[src/rtl/m_dram_arbiter_pkg.sv]
// Shared definitions for the DRAM port arbiter: requester indices and FSM state encoding.
package m_dram_arbiter_pkg;

    localparam int ARB_PTW = 0;
    localparam int ARB_CPU = 1;
    localparam int ARB_DMA = 2;

    typedef enum logic [1:0] {
        ARB_IDLE  = 2'd0,
        ARB_ISSUE = 2'd1,
        ARB_WAIT  = 2'd2,
        ARB_DONE  = 2'd3
    } arb_state_e;

endpackage

[src/rtl/m_arb_prio_rr.sv]
// Combinational winner selection: PTW first, then DMA when starved, else CPU/DMA round-robin.
module m_arb_prio_rr
    import m_dram_arbiter_pkg::*;
(
    input  logic [2:0] w_req,
    input  logic       last,
    input  logic       starve,
    output logic [2:0] w_win
);

    // last = 1 means the CPU won the previous CPU/DMA round, so DMA goes next.
    always_comb begin
        w_win = 3'b000;
        if (w_req[ARB_PTW]) begin
            w_win[ARB_PTW] = 1'b1;
        end else if (w_req[ARB_DMA] && (starve || last || !w_req[ARB_CPU])) begin
            w_win[ARB_DMA] = 1'b1;
        end else if (w_req[ARB_CPU]) begin
            w_win[ARB_CPU] = 1'b1;
        end
    end

endmodule

[src/rtl/m_dram_arbiter.sv]
// Three-way DRAM port arbiter/sequencer: grants one requester, issues the access,
// waits for the controller's busy pulse to finish and returns data with a done pulse.
module m_dram_arbiter
    import m_dram_arbiter_pkg::*;
#(
    parameter int ADDR_W     = 32,
    parameter int DATA_W     = 32,
    parameter int STARVE_MAX = 15
) (
    input  logic              CLK,
    input  logic              RST,
    input  logic [2:0]        w_req,
    input  logic [2:0]        w_we,
    input  logic [ADDR_W-1:0] w_addr0,
    input  logic [ADDR_W-1:0] w_addr1,
    input  logic [ADDR_W-1:0] w_addr2,
    input  logic [DATA_W-1:0] w_wdata0,
    input  logic [DATA_W-1:0] w_wdata1,
    input  logic [DATA_W-1:0] w_wdata2,
    output logic [2:0]        w_done,
    output logic [DATA_W-1:0] w_rdata,
    output logic [2:0]        w_grant,
    output logic              w_dram_le,
    output logic              w_dram_we,
    output logic [ADDR_W-1:0] w_dram_addr,
    output logic [DATA_W-1:0] w_dram_wdata,
    input  logic              w_dram_busy,
    input  logic [DATA_W-1:0] w_dram_odata
);

    localparam int CNT_W = $clog2(STARVE_MAX + 1);

    arb_state_e        state_q, state_d;
    logic [2:0]        grant_q, grant_d;
    logic [2:0]        done_q, done_d;
    logic              le_q, le_d;
    logic              dwe_q, dwe_d;
    logic              last_q, last_d;
    logic              seen_q, seen_d;
    logic [ADDR_W-1:0] addr_q, addr_d;
    logic [DATA_W-1:0] wdata_q, wdata_d;
    logic [DATA_W-1:0] rdata_q, rdata_d;
    logic [CNT_W-1:0]  cnt_q, cnt_d;

    logic [2:0]        win;
    logic              starve;
    logic              go;
    logic              sel_we;
    logic [ADDR_W-1:0] sel_addr;
    logic [DATA_W-1:0] sel_wdata;

    assign starve = (cnt_q == CNT_W'(STARVE_MAX));
    assign go     = (state_q == ARB_IDLE) && (|w_req) && !w_dram_busy;

    m_arb_prio_rr u_prio_rr (
        .w_req  (w_req),
        .last   (last_q),
        .starve (starve),
        .w_win  (win)
    );

    always_comb begin
        sel_addr  = w_addr2;
        sel_wdata = w_wdata2;
        sel_we    = w_we[ARB_DMA];
        if (win[ARB_PTW]) begin
            sel_addr  = w_addr0;
            sel_wdata = w_wdata0;
            sel_we    = w_we[ARB_PTW];
        end else if (win[ARB_CPU]) begin
            sel_addr  = w_addr1;
            sel_wdata = w_wdata1;
            sel_we    = w_we[ARB_CPU];
        end
    end

    always_ff @(posedge CLK or posedge RST) begin
        if (RST) begin
            state_q <= ARB_IDLE;
        end else begin
            state_q <= state_d;
        end
    end

    always_comb begin
        state_d = state_q;
        case (state_q)
            ARB_IDLE:  if (go) state_d = ARB_ISSUE;
            ARB_ISSUE: state_d = ARB_WAIT;
            ARB_WAIT:  if (seen_q && !w_dram_busy) state_d = ARB_DONE;
            ARB_DONE:  state_d = ARB_IDLE;
            default:   state_d = ARB_IDLE;
        endcase
    end

    // Registered outputs are computed one state early so they line up with the state they belong to.
    always_comb begin
        grant_d = grant_q;
        addr_d  = addr_q;
        wdata_d = wdata_q;
        rdata_d = rdata_q;
        last_d  = last_q;
        seen_d  = seen_q;
        cnt_d   = cnt_q;
        le_d    = 1'b0;
        dwe_d   = 1'b0;
        done_d  = 3'b000;
        case (state_q)
            ARB_IDLE: begin
                if (go) begin
                    grant_d = win;
                    addr_d  = sel_addr;
                    wdata_d = sel_wdata;
                    le_d    = !sel_we;
                    dwe_d   = sel_we;
                    if (win[ARB_DMA] || !w_req[ARB_DMA]) begin
                        cnt_d = '0;
                    end else if (win[ARB_CPU] && !starve) begin
                        cnt_d = cnt_q + 1'b1;
                    end
                end
            end
            ARB_ISSUE: seen_d = 1'b0;
            ARB_WAIT: begin
                if (w_dram_busy) seen_d = 1'b1;
                if (seen_q && !w_dram_busy) begin
                    rdata_d = w_dram_odata;
                    done_d  = grant_q;
                end
            end
            ARB_DONE: begin
                grant_d = 3'b000;
                if (grant_q[ARB_CPU]) begin
                    last_d = 1'b1;
                end else if (grant_q[ARB_DMA]) begin
                    last_d = 1'b0;
                end
            end
            default: ;
        endcase
    end

    always_ff @(posedge CLK or posedge RST) begin
        if (RST) begin
            grant_q <= '0;
            done_q  <= '0;
            le_q    <= 1'b0;
            dwe_q   <= 1'b0;
            last_q  <= 1'b0;
            seen_q  <= 1'b0;
            addr_q  <= '0;
            wdata_q <= '0;
            rdata_q <= '0;
            cnt_q   <= '0;
        end else begin
            grant_q <= grant_d;
            done_q  <= done_d;
            le_q    <= le_d;
            dwe_q   <= dwe_d;
            last_q  <= last_d;
            seen_q  <= seen_d;
            addr_q  <= addr_d;
            wdata_q <= wdata_d;
            rdata_q <= rdata_d;
            cnt_q   <= cnt_d;
        end
    end

    assign w_grant      = grant_q;
    assign w_done       = done_q;
    assign w_rdata      = rdata_q;
    assign w_dram_le    = le_q;
    assign w_dram_we    = dwe_q;
    assign w_dram_addr  = addr_q;
    assign w_dram_wdata = wdata_q;

endmodule

[config.mk]
export PLATFORM = sky130hd
export DESIGN_NAME = m_dram_arbiter
export DESIGN_NICKNAME = d
export VERILOG_FILES = /design/src/rtl/m_dram_arbiter_pkg.sv /design/src/rtl/m_arb_prio_rr.sv /design/src/rtl/m_dram_arbiter.sv
export SDC_FILE = /design/constraint.sdc
export NUM_CORES = 1
export LEC_CHECK = 0
export CAP_MARGIN = 0
export CORE_AREA = 2 2 131 133
export DETAILED_ROUTE_END_ITERATION = 12
export DIE_AREA = 0 0 133 135
export GPL_ROUTABILITY_DRIVEN = 0
export GPL_TIMING_DRIVEN = 0
export PLACE_DENSITY = 0.74
export REMOVE_ABC_BUFFERS = 1
export SKIP_CTS_REPAIR_TIMING = 1
export SYNTH_ARGS = -nofsm -noshare
export SYNTH_HDL_FRONTEND = slang
export SYNTH_SLANG_ARGS = --single-unit
[constraint.sdc]
create_clock -name CLK -period 7.6 [get_ports CLK]
set_clock_uncertainty 0.15 [all_clocks]
set_input_delay 1.52 -clock CLK [delete_from_list [all_inputs] [get_ports CLK]]
set_output_delay 1.52 -clock CLK [all_outputs]
set_load 0.05 [all_outputs]
Yosys cells after proc, flatten, opt, wreduce, memory -nomap -nowiden
Index checks and enable logic that the tools add are counted.
Word-level totals
  bits of input ports: 233
  output and inout port bits: 104
  register bits after elaboration: 112
  logic and storage cells: 73
Operators by class
  add/subtract/negate cells: 1
  reductions and logical operators: 26
  equality and inequality tests: 7
  multiplexer cells: 28
Operators with widths (number)
  $mux 32: 4
  $mux 1: 13
  $reduce_and 2->1: 6
  $mux 3: 3
  $mux 4: 2
  $pmux 2 s4: 1
  $reduce_bool 2->1: 4
  $mux 2: 3
  $ne 2x2->1 const B: 3
  $pmux 3 s2: 1
  $logic_and 1x1->1: 5
  $logic_not 1->1: 5
  $add 4x1->4 const B: 1
  $eq 2x2->1 const B: 2
  $eq 4x4->1 const B: 1
  $logic_or 1x1->1: 3
  $reduce_and 3->1: 1
  $reduce_or 3->1: 1
  $eq 2x1->1 const B: 1
  $logic_not 2->1: 1
  $pmux 1 s2: 1

Logic depth before layout (Yosys ltp)
Gate-level depths: netlist of run 1.
  depth after elaboration: 11
  mapped depth: 8
  gate-level depth less buffers: 6

Modules after synthesis
From an unflattened synthesis of run 1, not the netlist that was laid out.
Unflattened totals
  cells, all modules: 575
  area, all modules: 5721.7 µm²
Modules (own cells, without submodules)
  m_dram_arbiter: seq. area each 2802.7 µm², area an instance 5685.5 µm², cells each 569, instances 1
  m_arb_prio_rr: seq. area each 0.0 µm², area an instance 36.3 µm², cells each 6, instances 1

Worst setup path before layout of run 1
No wires, ideal clock.
  path type: input port to flip-flop
  start: in w_req[1]
  end: reg addr_q[0], in the netlist w_dram_addr[0]
  buffers on the path: 2
  setup slack: 4787 ps
  data required time: 7322 ps
  stages on the path: 6
  library setup time: 128 ps
  arrival time: 2535 ps
  cells stage by stage: or3_4 and2_1 buf_2 buf_2 nor2_1 o2bb2ai_1
On the way
  cells in the longest elaborated chain, start to end: 7
  elaborated cells on any way between the ends: 12
  those cells by class: mux: 5; reduce/logical: 7
RTL lines
  from (decl): RTL line m_dram_arbiter.sv:12  | input logic [2:0] w_req,
  $logic_not 1->1: RTL line m_arb_prio_rr.sv:16  | end else if (w_req[ARB_DMA] && (starve || last || !w_req[ARB_CPU])) begin
  $logic_or 1x1->1: RTL line m_arb_prio_rr.sv:16
  $logic_and 1x1->1: RTL line m_arb_prio_rr.sv:16
  $mux 1: RTL line m_arb_prio_rr.sv:16
  $mux 2: RTL line m_arb_prio_rr.sv:14  | if (w_req[ARB_PTW]) begin
  $mux 32: RTL line m_dram_arbiter.sv:70  | end else if (win[ARB_CPU]) begin
  $mux 32: RTL line m_dram_arbiter.sv:66  | if (win[ARB_PTW]) begin
  to (signal assigned): RTL line m_dram_arbiter.sv:162  | addr_q <= addr_d;
  to (decl): RTL line m_dram_arbiter.sv:40  | logic [ADDR_W-1:0] addr_q, addr_d;
Parallel ways exist; a longest one is shown, timed or not.
A chain may end at the register's enable or synchronous reset.

Worst setup path in the final report of run 1
  start: in w_req[0]
  end: reg addr_q[9], in the netlist w_dram_addr[9]
On the way
  cells in the longest elaborated chain, start to end: 4
  elaborated cells on any way between the ends: 8
  those cells by class: mux: 4; reduce/logical: 4
RTL lines
  $reduce_or 3->1: RTL line m_dram_arbiter.sv:53  | assign go = (state_q == ARB_IDLE) && (|w_req) && !w_dram_busy;
  $logic_and 1x1->1 (2 in a row): RTL line m_dram_arbiter.sv:53
  $reduce_and 2->1 (no source line)
Parallel ways exist; a longest one is shown, timed or not.

==> results of run 1 <==
## routing by layer
| metal | share of wire (%) | global-route usage (%) |
|---|---|---|
| met5 | 0 | 0 |
| met4 | 1.7 | 5.38 |
| met3 | 7.9 | 6.38 |
| met2 | 49 | 35.9 |
| met1 | 41 | 24.4 |
## worst paths after layout
| check | slack, ns | startpoint | end |
|---|---|---|---|
| max | 3.62 | w_req[0] | w_dram_addr[9] |
| min | 0.36 | w_rdata[4] | w_rdata[4] |
| max reg2reg | 4.66 | state_q[0] | w_dram_addr[9] |
| min reg2reg | 0.36 | w_rdata[4] | w_rdata[4] |
| max in group asynchronous | 5.18 | RST | w_dram_addr[19] |
| min in group asynchronous | 1.46 | RST | w_rdata[25] |
## area by class of cell
type                            count  area share (%)
Inverter                           13           0.567
Timing Repair Buffer              344            37.2
Multi-Input combinational cell    342            26.6
Tap cell                          220            2.90
Clock buffer                       10            2.52
Sequential cell                   112            29.5
Clock inverter                      6           0.607
## through the flow
| stage | util [%] | instances | setup TNS [ns] | hold slack, ns |
|---|---|---|---|---|
| after detailed placement | 56.0 | 1031 | 0 | 0.342 |
| after floorplan | - | 467 | 0 | 0.325 |
| after global routing | 57.8 | 1047 | 0 | 0.372 |
| final | 57.8 | 1047 | 0 | 0.357 |
| after global placement | 54.9 | 1023 | -105.20 | 0.335 |
| after CTS | 57.8 | 1047 | 0 | 0.359 |
## cell usage in the layout, fill, tap and decap left out, drive strengths merged, types with 4 or more instances in the layout
cell,instances
a221oi,65
ha,5
inv,16
nor2,68
clkbuf,10
a21oi,5
nand2,5
nand2b,4
o2bb2ai,64
buf,9
clkdlybuf4s50,335
o21ai,4
nor2b,65
mux2,33
dfrtp,112
## state kept, by name, indices dropped and copies added, names as in the netlist, 2 cells and up
signal / cells
cnt_q: 4
state_q: 2
w_done: 3
w_dram_addr: 32
w_dram_wdata: 32
w_grant: 3
w_rdata: 32
## worst max-delay path: cells and delay by family
kind | cells | cell delay (ns)
buf+inv | 3 | 0.95
simple gates | 3 | 1.40
compound gates | 1 | 0.13
## kinds of logic after synthesis
kind of cell | after synthesis
AND/OR/NAND/NOR | 154
AO/OA/AOI/OAI | 150
flip-flops | 112
multiplexers | 33
buffers and inverters | 59
adder cells (fa/ha/maj) | 5
## cells in the mapped netlist
cell type	instances	area, um2
dfrtp_1	112	2800
nor2_1	68	255
a221oi_1	65	569
nor2b_1	65	407
o2bb2ai_1	64	561
mux2_2	33	372
clkbuf_1	22	82.6
buf_2	16	80.1
inv_1	13	48.8
buf_6	6	67.6
ha_1	5	62.6
a21oi_1	4	20.0
nand2_1	4	15.0
nand2b_1	4	25.0
o21ai_0	4	20.0
a22o_1	3	26.3
nand3_1	3	15.0
buf_4	2	15.0
nor3b_1	2	15.0
a2111oi_1	1	10.0
a21oi_4	1	16.3
a22oi_1	1	7.51
a311oi_1	1	8.76
a31o_2	1	8.76
a31oi_1	1	6.26
a32o_1	1	10.0
and2_1	1	6.26
and2b_1	1	7.51
and3b_1	1	8.76
nand2_4	1	11.3
nor3_1	1	5.00
nor3_4	1	16.3
o21a_1	1	7.51
o22a_1	1	8.76
o22ai_1	1	6.26
or2_2	1	6.26
or3_4	1	11.3
## where the power goes
group | total [mW] | internal [mW] | switching [mW]
Clock | 0.476 | 0.240 | 0.237
Sequential | 1.03 | 0.879 | 0.149
Combinational | 2.25 | 0.822 | 1.43
Total | 3.76 | 1.94 | 1.82
==> qor.txt, run 1 <==
Final instance area - 0.00949 mm2
Hold Path Class - reg -> reg
Footprint of the multi-input gates - 0.00253 mm2
Fin. Hold Viols - 0
Fill count - 1434
DRT antenna net count - 0
Final period util - 52.4%
Total chip power - 3.76 mW
Compound-Gate Fraction of Synth Area - 22.9%
Die width - 133 um
Adder-Cell Fraction of Synth Area - 1.11%
CP endpoint kind - flip-flop
WHS Path Cells - 1
Clk_lat worst skew - 0.35 ns
N_diodes - 0
Post-synthesis register bit count - 112
Clock buffer depth - 2
Clock slew at reported path FFs - 0.07 ns
Total number of vias - 5328
Total area of sequential cells - 0.00280 mm2
Mux contribution to synthesized area - 6.61%
Crit Path Class - in -> reg
Die Ht - 135 um
Initial DRC count - 188
Yosys cell types - 37
# clock sinks - 112
Xor/xnor share of the synthesized area - 0%
Share of cells above drive strength 1 - 7.98%
Number of global-route vias before repair - 5383
Largest net degree at the start of global routing - 75
WP data required - 7.72 ns
Seq/Total Area, Yosys - 49.9%
Final WL - 18700 um
VDD IR max - 0.217 mV
Core Region - 0.0164 mm2
Leak pwr - 3.65 nW
Final max-slew violation count - 0
CTS Buf Count - 9
F_max - 0.251 GHz
Post-detail-place hpwl - 13600 um
Setup crit start kind - primary input
Nets - 1060
Worst path cell trace - buf_4 -> or3_4 -> nand2_4 -> nor3_4 -> buf_16 -> buf_8 -> o2bb2ai_1
CTS tree - yes
Row count - 47
Pwr Density - 396 mW/mm2
Wirelength per Cell - 17.8 um
Initial Util - 34.3%
Synth warn - 0
Synthesized area per cell - 11.0 um2
H-Tree Depth - 3
Synthesized cell area - 0.00562 mm2
Largest family of logic cells by synthesized area - compound AO/OA/AOI/OAI gates
Place WS - 3.24 ns
PortBufs - 336
Clock Root Buffer - clkbuf_16
Critical path's largest stage delay - 0.68 ns
Setup violators final - 0
Outcome - finished, final reports clean
Via/cell ratio - 5.09
Crit path time final - 3.98 ns
Setup ws final - 3.62 ns
GRT Util Overall - 20.4%
IO Pins - 337
Syn Inst Count - 513
Worst EP arrival - 4.10 ns
Worst slew margin - 40.9%
Max-Cap Viols - 0
RSZ-0062 raised after global routing - no
First-pass GRT wire length - 28800 um
Area Overhead vs Synth - 68.8%
Initial antenna violation count - 0
Worst Tran Pin Value - 0.887 ns
Cell Area, Placed - 0.00919 mm2
Die area - 0.0180 mm2
Synth Area in Simple Gates - 14.3%
Worst reg2reg path depth - 8
Remaining DRCs - 0
Critical Path Slowest Stage Cell - nor3_4
Grt ovf - 0
DRT Pass-1 Iters - 5
CP max FO - 71
Note: power is estimated with default switching activity, not from simulation.
==> inputs of run 2 (changes only) <==
Settings changed: CORE_AREA 2 2 131 133 to unset, CORE_MARGIN set to 1.5, CORE_UTILIZATION set to 34, DIE_AREA 0 0 133 135 to unset, PLACE_DENSITY 0.74 to 0.77.
Clock period 7.6 ns to 3.6 ns, I/O delays scaled along.
==> qor.txt, run 2 (same netlist as run 1, synthesis figures left out) <==
Outcome - finished, final reports clean
Fin util - 59.3%
Nets - 1060
Clock power share - 12.4%
CTS tree - yes
Worst Tran Pin Value - 0.874 ns
Clock slew at reported path FFs - 0.08 ns
Core Region - 0.0160 mm2
WP data required - 3.72 ns
Switch Pwr - 3.85 mW
Leak pwr - 3.65 nW
Final WL - 18700 um
Critical path's largest stage delay - 0.74 ns
CP endpoint kind - flip-flop
Place WS - 0.0716 ns
VDD IR max - 0.497 mV
Initial Util - 35.1%
Largest net degree at the start of global routing - 86
Setup ws final - 0.442 ns
H-Tree Depth - 3
Row count - 46
Die width - 132 um
Initial antenna violation count - 1
Crit path time final - 3.16 ns
Number of global-route vias before repair - 5403
Most frequent cells in the layout - clkdlybuf4s50_1, dfrtp_1, nor2_1, nor2b_1, a221oi_1
Die Ht - 132 um
Fin. Hold Viols - 0
Final period util - 87.7%
DRT antenna net count - 0
Initial DRC count - 175
Sequential share of power - 27.5%
# clock sinks - 112
Clock buffer depth - 2
Hold Path Class - reg -> reg
Via/cell ratio - 5.16
Worst path cell trace - clkdlybuf4s50_1 -> or3_4 -> nand2_4 -> nor3_4 -> buf_16 -> buf_8 -> o2bb2ai_1
RSZ-0062 raised after global routing - no
CP max FO - 71
Max-Cap Viols - 0
Combinational Power Share - 60.1%
Area Overhead vs Synth - 68.7%
Final max-slew violation count - 0
Worst slew margin - 41.8%
Crit Path Class - in -> reg
Post-detail-place hpwl - 13800 um
Sw Share - 48.6%
Die area - 0.0173 mm2
GRT Util Overall - 21.3%
Clk_lat worst skew - 0.35 ns
Worst EP arrival - 3.27 ns
Most common cell after layout, fill and taps aside - clkdlybuf4s50_1
Setup crit start kind - primary input
Setup violators final - 0
First-pass GRT wire length - 29200 um
Pwr Density - 836 mW/mm2
DRT Pass-1 Iters - 6
Critical Path Slowest Stage Cell - nor3_4
Cell internal pwr - 4.08 mW
Total number of vias - 5389
Wirelength per Cell - 17.9 um
IO Pins - 337
CTS Buf Count - 9
PortBufs - 336
F_max - 0.317 GHz
Remaining DRCs - 0
Grt ovf - 0
Clock Root Buffer - clkbuf_16
Share of cells above drive strength 1 - 7.98%
## run 2: changes by cell type in the layout (fill, tap and decap cells not counted), sizes merged
cell      delta
diode        +1
inv          +1
clkbuf       -1
clkinvlp     +1
clkinv       -1
## run 2: area by class of cell
class / count / area (um2)
Antenna cell: 1 / 2.50
Clock buffer: 9 / 225
Clock inverter: 7 / 61.3
Fill cell: 1402 / 6520
Inverter: 13 / 53.8
Multi-Input combinational cell: 342 / 2530
Sequential cell: 112 / 2800
Tap cell: 216 / 270
Timing Repair Buffer: 344 / 3540
## run 2: metrics by stage
step	hold slack (ns)	TNS [ns]	cell area [um2]	power, mW	instances
2_1_floorplan	0.325	-25.65	5380	5.16	467
6_report	0.358	0	9480	7.93	1044
4_1_cts	0.359	0	9480	8.01	1043
3_3_place_gp	0.336	-559.61	9010	6.88	1019
5_1_grt	0.380	0	9480	8.33	1044
3_5_place_dp	0.342	0	9190	6.99	1027
## run 2: path summary, 6_finish.rpt
path                              from                to  slack [ns]  cells past startpoint
setup / recovery              w_req[2]  w_dram_wdata[11]        0.44                      7
hold / removal             w_rdata[19]       w_rdata[19]        0.36                      1
setup reg to reg            state_q[0]  w_dram_wdata[11]        0.63                      8
hold reg to reg            w_rdata[19]       w_rdata[19]        0.36                      1
max in group asynchronous          RST       w_rdata[16]        2.00                      3
min in group asynchronous          RST       w_rdata[21]        0.61                      2
## run 2: critical path, delay by kind of cell
family                 cells  cell delay, ns
AND/OR/NAND/NOR            3            1.37
buffers and inverters      3            1.01
AO/OA/AOI/OAI              1            0.13
## run 2: metal layers
metal / part of all wire, % / up-vias / global-route usage [%]
li1: - / 2531 / -
met5: 0 / - / 0
met4: 3.3 / 0 / 9.38
met2: 49 / 281 / 36.3
met3: 8.4 / 38 / 6.56
met1: 39 / 2539 / 24.4
## run 2: power by group through the flow
stage	sequential (mW)	combinational [mW]	clock [mW]
after detailed placement	2.20	4.79	0
after global routing	2.27	5.00	1.07
after CTS	2.18	4.80	1.03
after global placement	2.17	4.71	0
final	2.18	4.77	0.983
after floorplan	4.16	1.01	0
==> inputs of run 3 (changes only) <==
Settings changed: CORE_UTILIZATION 34 to 35, PLACE_DENSITY 0.77 to 0.78, SYNTH_HIERARCHICAL set to 1.
==> qor.txt, run 3 <==
WHS Path Cells - 2
Primary FF master, synth - dfrtp_1
R2R setup slack - 0.73 ns
Hold Path Class - reg -> reg
WP data required - 3.67 ns
Die width - 131 um
Initial antenna violation count - 0
Top-count cell post-synth - dfrtp_1
Share of cells above drive strength 1 - 6.73%
IO Pins - 337
CP max FO - 75
H-Tree Depth - 3
Total number of vias - 5255
Die area - 0.0171 mm2
Leak pwr - 4.06 nW
# clock sinks - 112
Post-detail-place hpwl - 13800 um
Post-synth top cells - dfrtp_1, nor2_1, a21oi_1, nand2_1, o21ai_0
Clock Root Buffer - clkbuf_16
Nets - 1125
Seq/Total Area, Yosys - 49.0%
Largest cells by area after synthesis - dfrtp_1, mux2i_1, mux2_4
Sw Share - 47.3%
N_diodes - 0
Crit path time final - 3.05 ns
Number of global-route vias before repair - 5064
Yosys cell types - 36
Footprint of the multi-input gates - 0.00264 mm2
Number of cells on the critical path - 9
Post-synthesis register bit count - 112
Synthesized area per cell - 9.95 um2
Final WL - 17600 um
Share of the synthesized area in the top cell type - 49.0%
Fin. Hold Viols - 0
Switch Pwr - 3.51 mW
Buffers & Inverters on Critical Path - 4
Final period util - 84.8%
RSZ-0062 raised after global routing - no
DRT Pass-1 Iters - 4
Clock power share - 13.4%
Initial Util - 35.9%
R2R Path Start - cnt_q[0]
Synthesized cell area - 0.00572 mm2
CTS tree - yes
Syn Inst Count - 575
Hold Slack - 0.330 ns
Fin util - 59.8%
VDD IR max - 0.493 mV
Fill count - 1395
Start point of the worst min-delay path - w_dram_addr[13]
GRT Util Overall - 19.8%
Worst slew margin - 56.9%
Setup ws final - 0.547 ns
Pwr Density - 778 mW/mm2
Worst path cell trace - buf_4 -> buf_16 -> and3b_4 -> buf_12 -> buf_12 -> mux2i_1 -> nor2_1 -> a21oi_1 -> o21ai_0
Final instance area - 0.00954 mm2
Total area of sequential cells - 0.00280 mm2
Synth warn - 6
Final max-slew violation count - 0
Worst flop-to-flop path endpoint - w_dram_addr[4]
Setup violators final - 0
Max-Cap Viols - 0
Clk_lat worst skew - 0.35 ns
Die Ht - 131 um
Worst reg2reg path depth - 10
Worst Tran Pin Value - 0.646 ns
First-pass GRT wire length - 26000 um
Row count - 46
Hold Crit Endpoint - w_dram_addr[13]
Largest area contributor in the netlist - dfrtp_1
Total chip power - 7.42 mW
Wirelength per Cell - 15.9 um
Post-Route Setup TNS - 0 ns
Via/cell ratio - 4.75
Most frequent cells in the layout - clkdlybuf4s50_1, dfrtp_1, nor2_1, a21oi_1
Place WS - 0.141 ns
Clock slew at reported path FFs - 0.08 ns
CTS Buf Count - 9
CP endpoint kind - flip-flop
Sequential share of power - 28.3%
Largest net degree at the start of global routing - 76
Most common cell after layout, fill and taps aside - clkdlybuf4s50_1
Cell Area, Placed - 0.00925 mm2
DRT antenna net count - 0
Cell Count, Final, Fillers Out - 1107
Initial DRC count - 168
Placed insts - 1091
Core Region - 0.0159 mm2
Outcome - finished, final reports clean
Critical Path Slowest Stage Cell - and3b_4
CP dominant cell by count - buf_12
Worst EP arrival - 3.12 ns
Crit path max-delay family - buffers and inverters
Crit Path Class - in -> reg
Grt ovf - 0
F_max - 0.328 GHz
Post-synth EDFFs - 0
FFs w/ async S/R, synth - 100%
Combinational Power Share - 58.3%
Area Overhead vs Synth - 66.7%
Remaining DRCs - 0
Critical path's largest stage delay - 0.67 ns
PortBufs - 336
Clock buffer depth - 2
Cell internal pwr - 3.91 mW
Setup crit start kind - primary input
==> run 3: changes by cell type in the layout (fill, tap and decap cells not counted), moves of 6 or more <==
cell,previous run,this run
o21ai_0,4,68
nor2_1,68,74
mux2i_1,0,65
a21oi_1,4,71
a221oi_1,65,1
mux2_4,0,27
nand2_1,4,68
inv_1,12,6
o2bb2ai_1,64,0
nor2b_1,65,2
mux2_2,33,6
==> run 3: cell type report <==
type | count | area share, %
clock buffer | 10 | 2.40
timing repair buffer | 342 | 36.7
sequential | 112 | 29.4
tap | 216 | 2.83
multi-input combinational | 413 | 27.7
inverter | 8 | 0.341
clock inverter | 6 | 0.656
==> run 3: worst reg2reg max path, delay by kind of cell (launching register included) <==
family | cells | cell delay, ns
muxes | 1 | 0.30
adders and majority gates | 1 | 0.24
AOI/OAI and AO/OA | 3 | 0.34
buffers and inverters | 2 | 0.51
and+or+nand+nor | 3 | 0.79
DFF | 1 | 0.40
==> run 3: cells by family (layout without fill, tap and decap cells) <==
kind of cell / count (synthesis) / in the layout / share of synthesized area, %
AOI/OAI and AO/OA: 149 / 149 / 13.6
buffers and inverters: 50 / 366 / 5.07
muxes: 98 / 98 / 19.6
adders and majority gates: 6 / 6 / 1.31
DFF: 112 / 112 / 49.0
and+or+nand+nor: 160 / 160 / 11.4
==> run 3: metal layers <==
layer	global-route usage, %	part of all wire [%]	vias to the layer above
met5	0	0	-
met4	5.11	1.9	0
met3	8.27	10	22
met2	36.4	50	220
met1	20.9	37	2411
li1	-	-	2602
==> run 3: how the worst max path moves through the flow <==
stage	startpoint	end	slack, ns
after detailed placement	w_req[0]	w_dram_addr[4]	0.14
after CTS	w_req[0]	w_dram_addr[4]	0.53
final	w_req[0]	w_dram_addr[4]	0.55
after global routing	w_req[0]	w_dram_wdata[29]	0.40
after floorplan	cnt_q[0]	cnt_q[0]	-0.52
after global placement	w_req[0]	w_dram_wdata[3]	-5.39
==> run 3: power groups by stage <==
stage	Combinational [mW]	Sequential (mW)	Clock (mW)
after floorplan	0.939	3.90	0
after global placement	4.31	2.09	0
after detailed placement	4.35	2.13	0
after CTS	4.37	2.10	1.03
after global routing	4.56	2.17	1.07
final	4.33	2.10	0.992
